[config.mk]
export PLATFORM = sky130hd
export DESIGN_NAME = framebuffer_scanout
export DESIGN_NICKNAME = d
export VERILOG_FILES = /design/src/rtl/led_scan_pkg.sv /design/src/rtl/framebuffer_scanout.sv
export SDC_FILE = /design/constraint.sdc
export NUM_CORES = 1
export LEC_CHECK = 0
export ABC_AREA = 1
export ABC_CLOCK_PERIOD_IN_PS = 3150
export BUFFER_PORTS_ARGS = -buffer_cell sky130_fd_sc_hd__clkbuf_2
export CORE_ASPECT_RATIO = 0.75
export CORE_MARGIN = 4
export CORE_UTILIZATION = 40
export DETAILED_ROUTE_END_ITERATION = 10
export SKIP_CTS_REPAIR_TIMING = 1
export SLEW_MARGIN = 10
export SYNTH_ARGS = -nofsm -noshare
export SYNTH_HDL_FRONTEND = slang
export SYNTH_SLANG_ARGS = --single-unit
[constraint.sdc]
create_clock -name clk -period 3.15 [get_ports clk]
set_input_delay 0.315 -clock clk [delete_from_list [all_inputs] [get_ports clk]]
set_output_delay 0.315 -clock clk [all_outputs]
set_load 0.05 [all_outputs]
[src/rtl/led_scan_pkg.sv]
// Shared constants and state encoding for the LED panel framebuffer scanout.
package led_scan_pkg;

  localparam int unsigned NumCols = 64;
  localparam int unsigned NumRows = 16;
  localparam int unsigned ColW    = 6;
  localparam int unsigned RowW    = 4;
  localparam int unsigned AddrW   = 1 + RowW + ColW;

  typedef enum logic [2:0] {
    StIdle,
    StPre,
    StShift,
    StTail,
    StLatch,
    StDisplay
  } scan_state_e;

endpackage

[src/rtl/framebuffer_scanout.sv]
// Scans a double-buffered framebuffer onto a 1/16-scan HUB75-style panel.
// Every output is a register driven from the next-state values.
module framebuffer_scanout
  import led_scan_pkg::*;
#(
  parameter int ON_CYCLES = 64,
  parameter int COLS      = NumCols,
  parameter int ROWS      = NumRows
) (
  input  logic             clk,
  input  logic             reset_n,
  input  logic             enable,
  output logic [AddrW-1:0] rd_addr,
  output logic             rd_en,
  input  logic [1:0]       rd_data,
  output logic             panel_r1,
  output logic             panel_r2,
  output logic             panel_clk,
  output logic             panel_lat,
  output logic             panel_oe_n,
  output logic [RowW-1:0]  panel_row,
  input  logic             swap_req,
  output logic             swap_ack,
  output logic             frame_done,
  output logic             active_buf
);

  localparam int unsigned OnCyc = (ON_CYCLES < 1) ? 1 : ON_CYCLES;
  localparam int unsigned CntW  = (OnCyc > 1) ? $clog2(OnCyc) : 1;

  scan_state_e     state_q, state_d;
  logic [RowW-1:0] row_q, row_d;
  logic [ColW-1:0] col_q, col_d;
  logic            phase_q, phase_d;
  logic [CntW-1:0] cnt_q, cnt_d;
  logic            buf_d;

  logic [AddrW-1:0] rd_addr_d;
  logic             rd_en_d, r1_d, r2_d, pclk_d, lat_d, oe_n_d, swap_ack_d, frame_done_d;
  logic [RowW-1:0]  panel_row_d;

  always_comb begin
    state_d      = state_q;
    row_d        = row_q;
    col_d        = col_q;
    phase_d      = phase_q;
    cnt_d        = cnt_q;
    buf_d        = active_buf;
    swap_ack_d   = 1'b0;
    frame_done_d = 1'b0;

    unique case (state_q)
      StIdle: if (enable) state_d = StPre;
      StPre: begin
        state_d = StShift;
        col_d   = '0;
        phase_d = 1'b0;
      end
      StShift: begin
        if (!phase_q) begin
          phase_d = 1'b1;
        end else if (col_q == ColW'(COLS - 1)) begin
          state_d = StTail;
        end else begin
          phase_d = 1'b0;
          col_d   = ColW'(col_q + 1'b1);
        end
      end
      StTail:  state_d = StLatch;
      StLatch: begin
        state_d = StDisplay;
        cnt_d   = '0;
      end
      StDisplay: begin
        if (cnt_q == CntW'(OnCyc - 1)) begin
          if (row_q == RowW'(ROWS - 1)) begin
            row_d        = '0;
            frame_done_d = 1'b1;
            // Buffer swap only happens at the frame boundary, sampled once per frame.
            if (swap_req) begin
              buf_d      = ~active_buf;
              swap_ack_d = 1'b1;
            end
          end else begin
            row_d = RowW'(row_q + 1'b1);
          end
          state_d = enable ? StPre : StIdle;
        end else begin
          cnt_d = CntW'(cnt_q + 1'b1);
        end
      end
      default: state_d = StIdle;
    endcase

    rd_addr_d   = rd_addr;
    rd_en_d     = 1'b0;
    r1_d        = panel_r1;
    r2_d        = panel_r2;
    pclk_d      = 1'b0;
    lat_d       = 1'b0;
    oe_n_d      = 1'b1;
    panel_row_d = panel_row;

    unique case (state_d)
      StIdle: ;
      StPre: begin
        rd_addr_d = {buf_d, row_d, ColW'(0)};
        rd_en_d   = 1'b1;
      end
      StShift: begin
        if (!phase_d) begin
          pclk_d = (col_d != '0);
        end else begin
          // Data changes on the falling panel_clk edge; the panel samples on the next rise.
          r1_d = rd_data[0];
          r2_d = rd_data[1];
          if (col_d != ColW'(COLS - 1)) begin
            rd_addr_d = {buf_d, row_d, ColW'(col_d + 1'b1)};
            rd_en_d   = 1'b1;
          end
        end
      end
      StTail:  pclk_d = 1'b1;
      StLatch: begin
        lat_d       = 1'b1;
        panel_row_d = row_d;
      end
      StDisplay: oe_n_d = 1'b0;
      default: ;
    endcase
  end

  always_ff @(posedge clk or negedge reset_n) begin
    if (!reset_n) begin
      state_q    <= StIdle;
      row_q      <= '0;
      col_q      <= '0;
      phase_q    <= 1'b0;
      cnt_q      <= '0;
      active_buf <= 1'b0;
      rd_addr    <= '0;
      rd_en      <= 1'b0;
      panel_r1   <= 1'b0;
      panel_r2   <= 1'b0;
      panel_clk  <= 1'b0;
      panel_lat  <= 1'b0;
      panel_oe_n <= 1'b1;
      panel_row  <= '0;
      swap_ack   <= 1'b0;
      frame_done <= 1'b0;
    end else begin
      state_q    <= state_d;
      row_q      <= row_d;
      col_q      <= col_d;
      phase_q    <= phase_d;
      cnt_q      <= cnt_d;
      active_buf <= buf_d;
      rd_addr    <= rd_addr_d;
      rd_en      <= rd_en_d;
      panel_r1   <= r1_d;
      panel_r2   <= r2_d;
      panel_clk  <= pclk_d;
      panel_lat  <= lat_d;
      panel_oe_n <= oe_n_d;
      panel_row  <= panel_row_d;
      swap_ack   <= swap_ack_d;
      frame_done <= frame_done_d;
    end
  end

endmodule

==> out/metrics.csv <==
stage,metric,value,unit
worst_setup_path,Crit Reg-Reg Startpoint,col_q[1],
clock_network,Root Driver,clkbuf_8,
cells_and_area,# diodes,0,
placement,worst slack at placement,0.591,ns
timing,slew at the pin with the worst max-slew slack,0.580,ns
power,VDD IR max,182,uV
worst_setup_path,Crit Path Category,register to register,
clock_network,CTS sink cnt,44,
global_routing,vias in the first global route,1757,
die,IO Count,30,
synth,dominant synthesized flop cell,dfrtp_1,
worst_setup_path,reg2reg end,rd_addr[10],
timing,FMAX,386,MHz
power,total power,963,uW
synth,Yosys Warn Count,0,
global_routing,Tot GR Track Use,0.149,
die,Cell Rows,23,
cells_and_area,Total Nets Final,318,
synth,#FFs+latches synth,44,
worst_setup_path,CP Max Fanout,12,
synth,synthesized area per cell,8.37,um2
outcome,failing checks,hold timing,
synth,post-synth top area cell,dfrtp_1,
worst_setup_path,Worst setup SP type,register,
global_routing,first-pass GRT wire length,7980,um
clock_network,worst skew pair latency,0.30,ns
worst_setup_path,Worst Reg-to-Reg Cells,17,
job,maximum capacitance violations,0,
global_routing,initial antenna violation count,0,
synth,Synth top cells by count,"nand2_1, dfrtp_1, inv_1",
global_routing,global route total overflow,0,
timing,fin crit share,0.822,
die,Starting Density,0.422,
worst_setup_path,register-to-register setup slack,0.56,ns
clock_network,CTS buffer count,5,
synth,Mapped Nets,284,
worst_setup_path,CP arrival,2.79,ns
timing,unrepaired setup endpoints after global routing,no,
timing,fin crit period,2.59,ns
clock_network,CTS tree,built,
timing,clock skew,0.0112,ns
synth,Async SR Flop Fraction,1.00,
placement,Final Wtd Congestion,0.839,
timing,Total Neg Setup Slack,0,ns
die,core region area,5440,um2
timing,final setup fails,0,
power,P per Cell Area,371,nW/um2
worst_setup_path,crit path launch,col_q[1],
global_routing,largest net degree at the start of global routing,24,
die,Die ar.,7030,um2
route,DRC Markers,0,
clock_network,"CTS clk-pin slew, worst paths",0.09,ns
route,via/cell ratio,4.75,
hold_path,worst min path class,input pin to async pin,
timing,slew margin rel.,0.614,
cells_and_area,share of cells above drive strength 1,0.246,
power,Leak,1.41,nW
cells_and_area,fin util,0.478,
route,drt wl/cell,12.1,um
route,Via Count,1825,
placement,Final HPWL DP,3600,um
outcome,outcome,"complete, but fails checks",
synth,largest cells by area after synthesis,"dfrtp_1, nand2_1, nand3_1, nand3_2, inv_1",
synth,top-count cell post-synth,nand2_1,
synth,Cells after Synth,274,
timing,post-route setup slack,0.561,ns
synth,Yosys cell types,34,
worst_setup_path,"Data required, critical path",3.35,ns
worst_setup_path,CP Capture Type,register,
placement,Port Buffers,29,
timing,WHS,-0.00394,ns
synth,"Seq/Total Area, Yosys",0.480,
route,1st-pass router iterations,4,
synth,Post-synth EDFFs,0,
route,drt total wl,4650,um
synth,area share of the largest cell type after synthesis,0.469,
timing,final max-slew violation count,0,
route,DRT iter0 DRCs,79,
timing,"Hold Vio Cnt, Final",4,
cells_and_area,P&R area growth vs syn,13.2,%
die,Die H,73.6,um
synth,Synth Cell Area,2290,um2
clock_network,H-Tree Depth,2,
route,Post-DRT Antenna Nets,0,
die,Die X,95.5,um
clock_network,Max clock buf depth,2,
## cells in the final DEF, fill, tap and decap left out, types with 2 or more instances in the layout
cell / instances
nand4_1: 8
nand2_4: 3
o21ai_0: 7
buf_4: 2
inv_2: 5
a21oi_1: 6
clkbuf_2: 29
xor2_1: 2
clkinvlp_4: 2
o21ai_2: 2
nand3_2: 11
nor2_4: 2
clkbuf_8: 5
inv_1: 28
ha_1: 4
nand3_1: 22
nor2_1: 17
dfrtp_1: 43
nand2_2: 6
nor3_1: 3
nand2_1: 88
## per-stage QoR
stage	hold WS [ns]	instances	instance area, um2
after floorplan	0.0194	274	2290
final	-0.00394	384	2600
after global routing	0.0312	384	2600
after CTS	0.0121	384	2600
after global placement	0.361	376	2500
after detailed placement	0.345	376	2500
## power breakdown
| part | switching (mW) | total (mW) | internal, mW | leakage [nW] |
|---|---|---|---|---|
| clock | 0.208 | 0.365 | 0.157 | 0.0404 |
| sequential | 0.00155 | 0.569 | 0.567 | 0.573 |
| combinational | 0.0237 | 0.0294 | 0.00576 | 0.796 |
| total | 0.233 | 0.963 | 0.730 | 1.41 |
## cells by family (layout without fill, tap and decap cells)
logic type | after synthesis | after routing | share of synthesized area
flops | 44 | 44 | 0.480
fa+ha+maj | 4 | 4 | 0.0218
simple gates | 167 | 167 | 0.365
compound gates | 18 | 18 | 0.0458
xor+xnor | 3 | 3 | 0.0115
buf+inv | 38 | 73 | 0.0752
## flip-flops by register name, summed over array words and instances, names as in the netlist, 3 cells and up
name,cells
rd_addr,11
cnt_q,6
col_q,6
panel_row,4
row_q,4
state_q,3
## worst max path at each step
stage | end | slack (ns) | cells after the start
after floorplan | rd_addr[10] | 0.98 | 17
after global placement | rd_addr[6] | 0.70 | 17
after detailed placement | rd_addr[10] | 0.59 | 17
after CTS | rd_addr[10] | 0.57 | 17
after global routing | rd_addr[10] | 0.25 | 17
final | rd_addr[10] | 0.56 | 17
## final cells by class
cell class              count  area [um2]
repair buffers             31         160
flip-flops and latches     44        1100
fillers                   528        2840
well taps                  75        93.8
multi-input cells         192        1020
clock buffers               5        68.8
inverters                  34         129
clock inverters             3        23.8
## layer usage
metal / up-vias / GRT usage / wire [um]
met2: 42 / 0.202 / 1860
met5: - / 0 / 0
met1: 828 / 0.226 / 2470
met3: 7 / 0.0389 / 260
li1: 948 / - / -
met4: 0 / 0.0505 / 59
## critical path, stage by stage (launching register included)
cell and delay (ns):
dfrtp_1 0.42, ha_1 0.21, inv_1 0.07, nor2_1 0.13
nand2_1 0.08, nand2_1 0.09, nand2_1 0.10, nand2_1 0.11
nand2_1 0.09, nand2_1 0.17, ha_1 0.21, nand3_1 0.15
nor2_4 0.17, nand2_4 0.08, nand2_4 0.17, nand2_2 0.13
nand2_1 0.08, nand2_1 0.05
No activity file was read; power rests on OpenSTA's default activity.
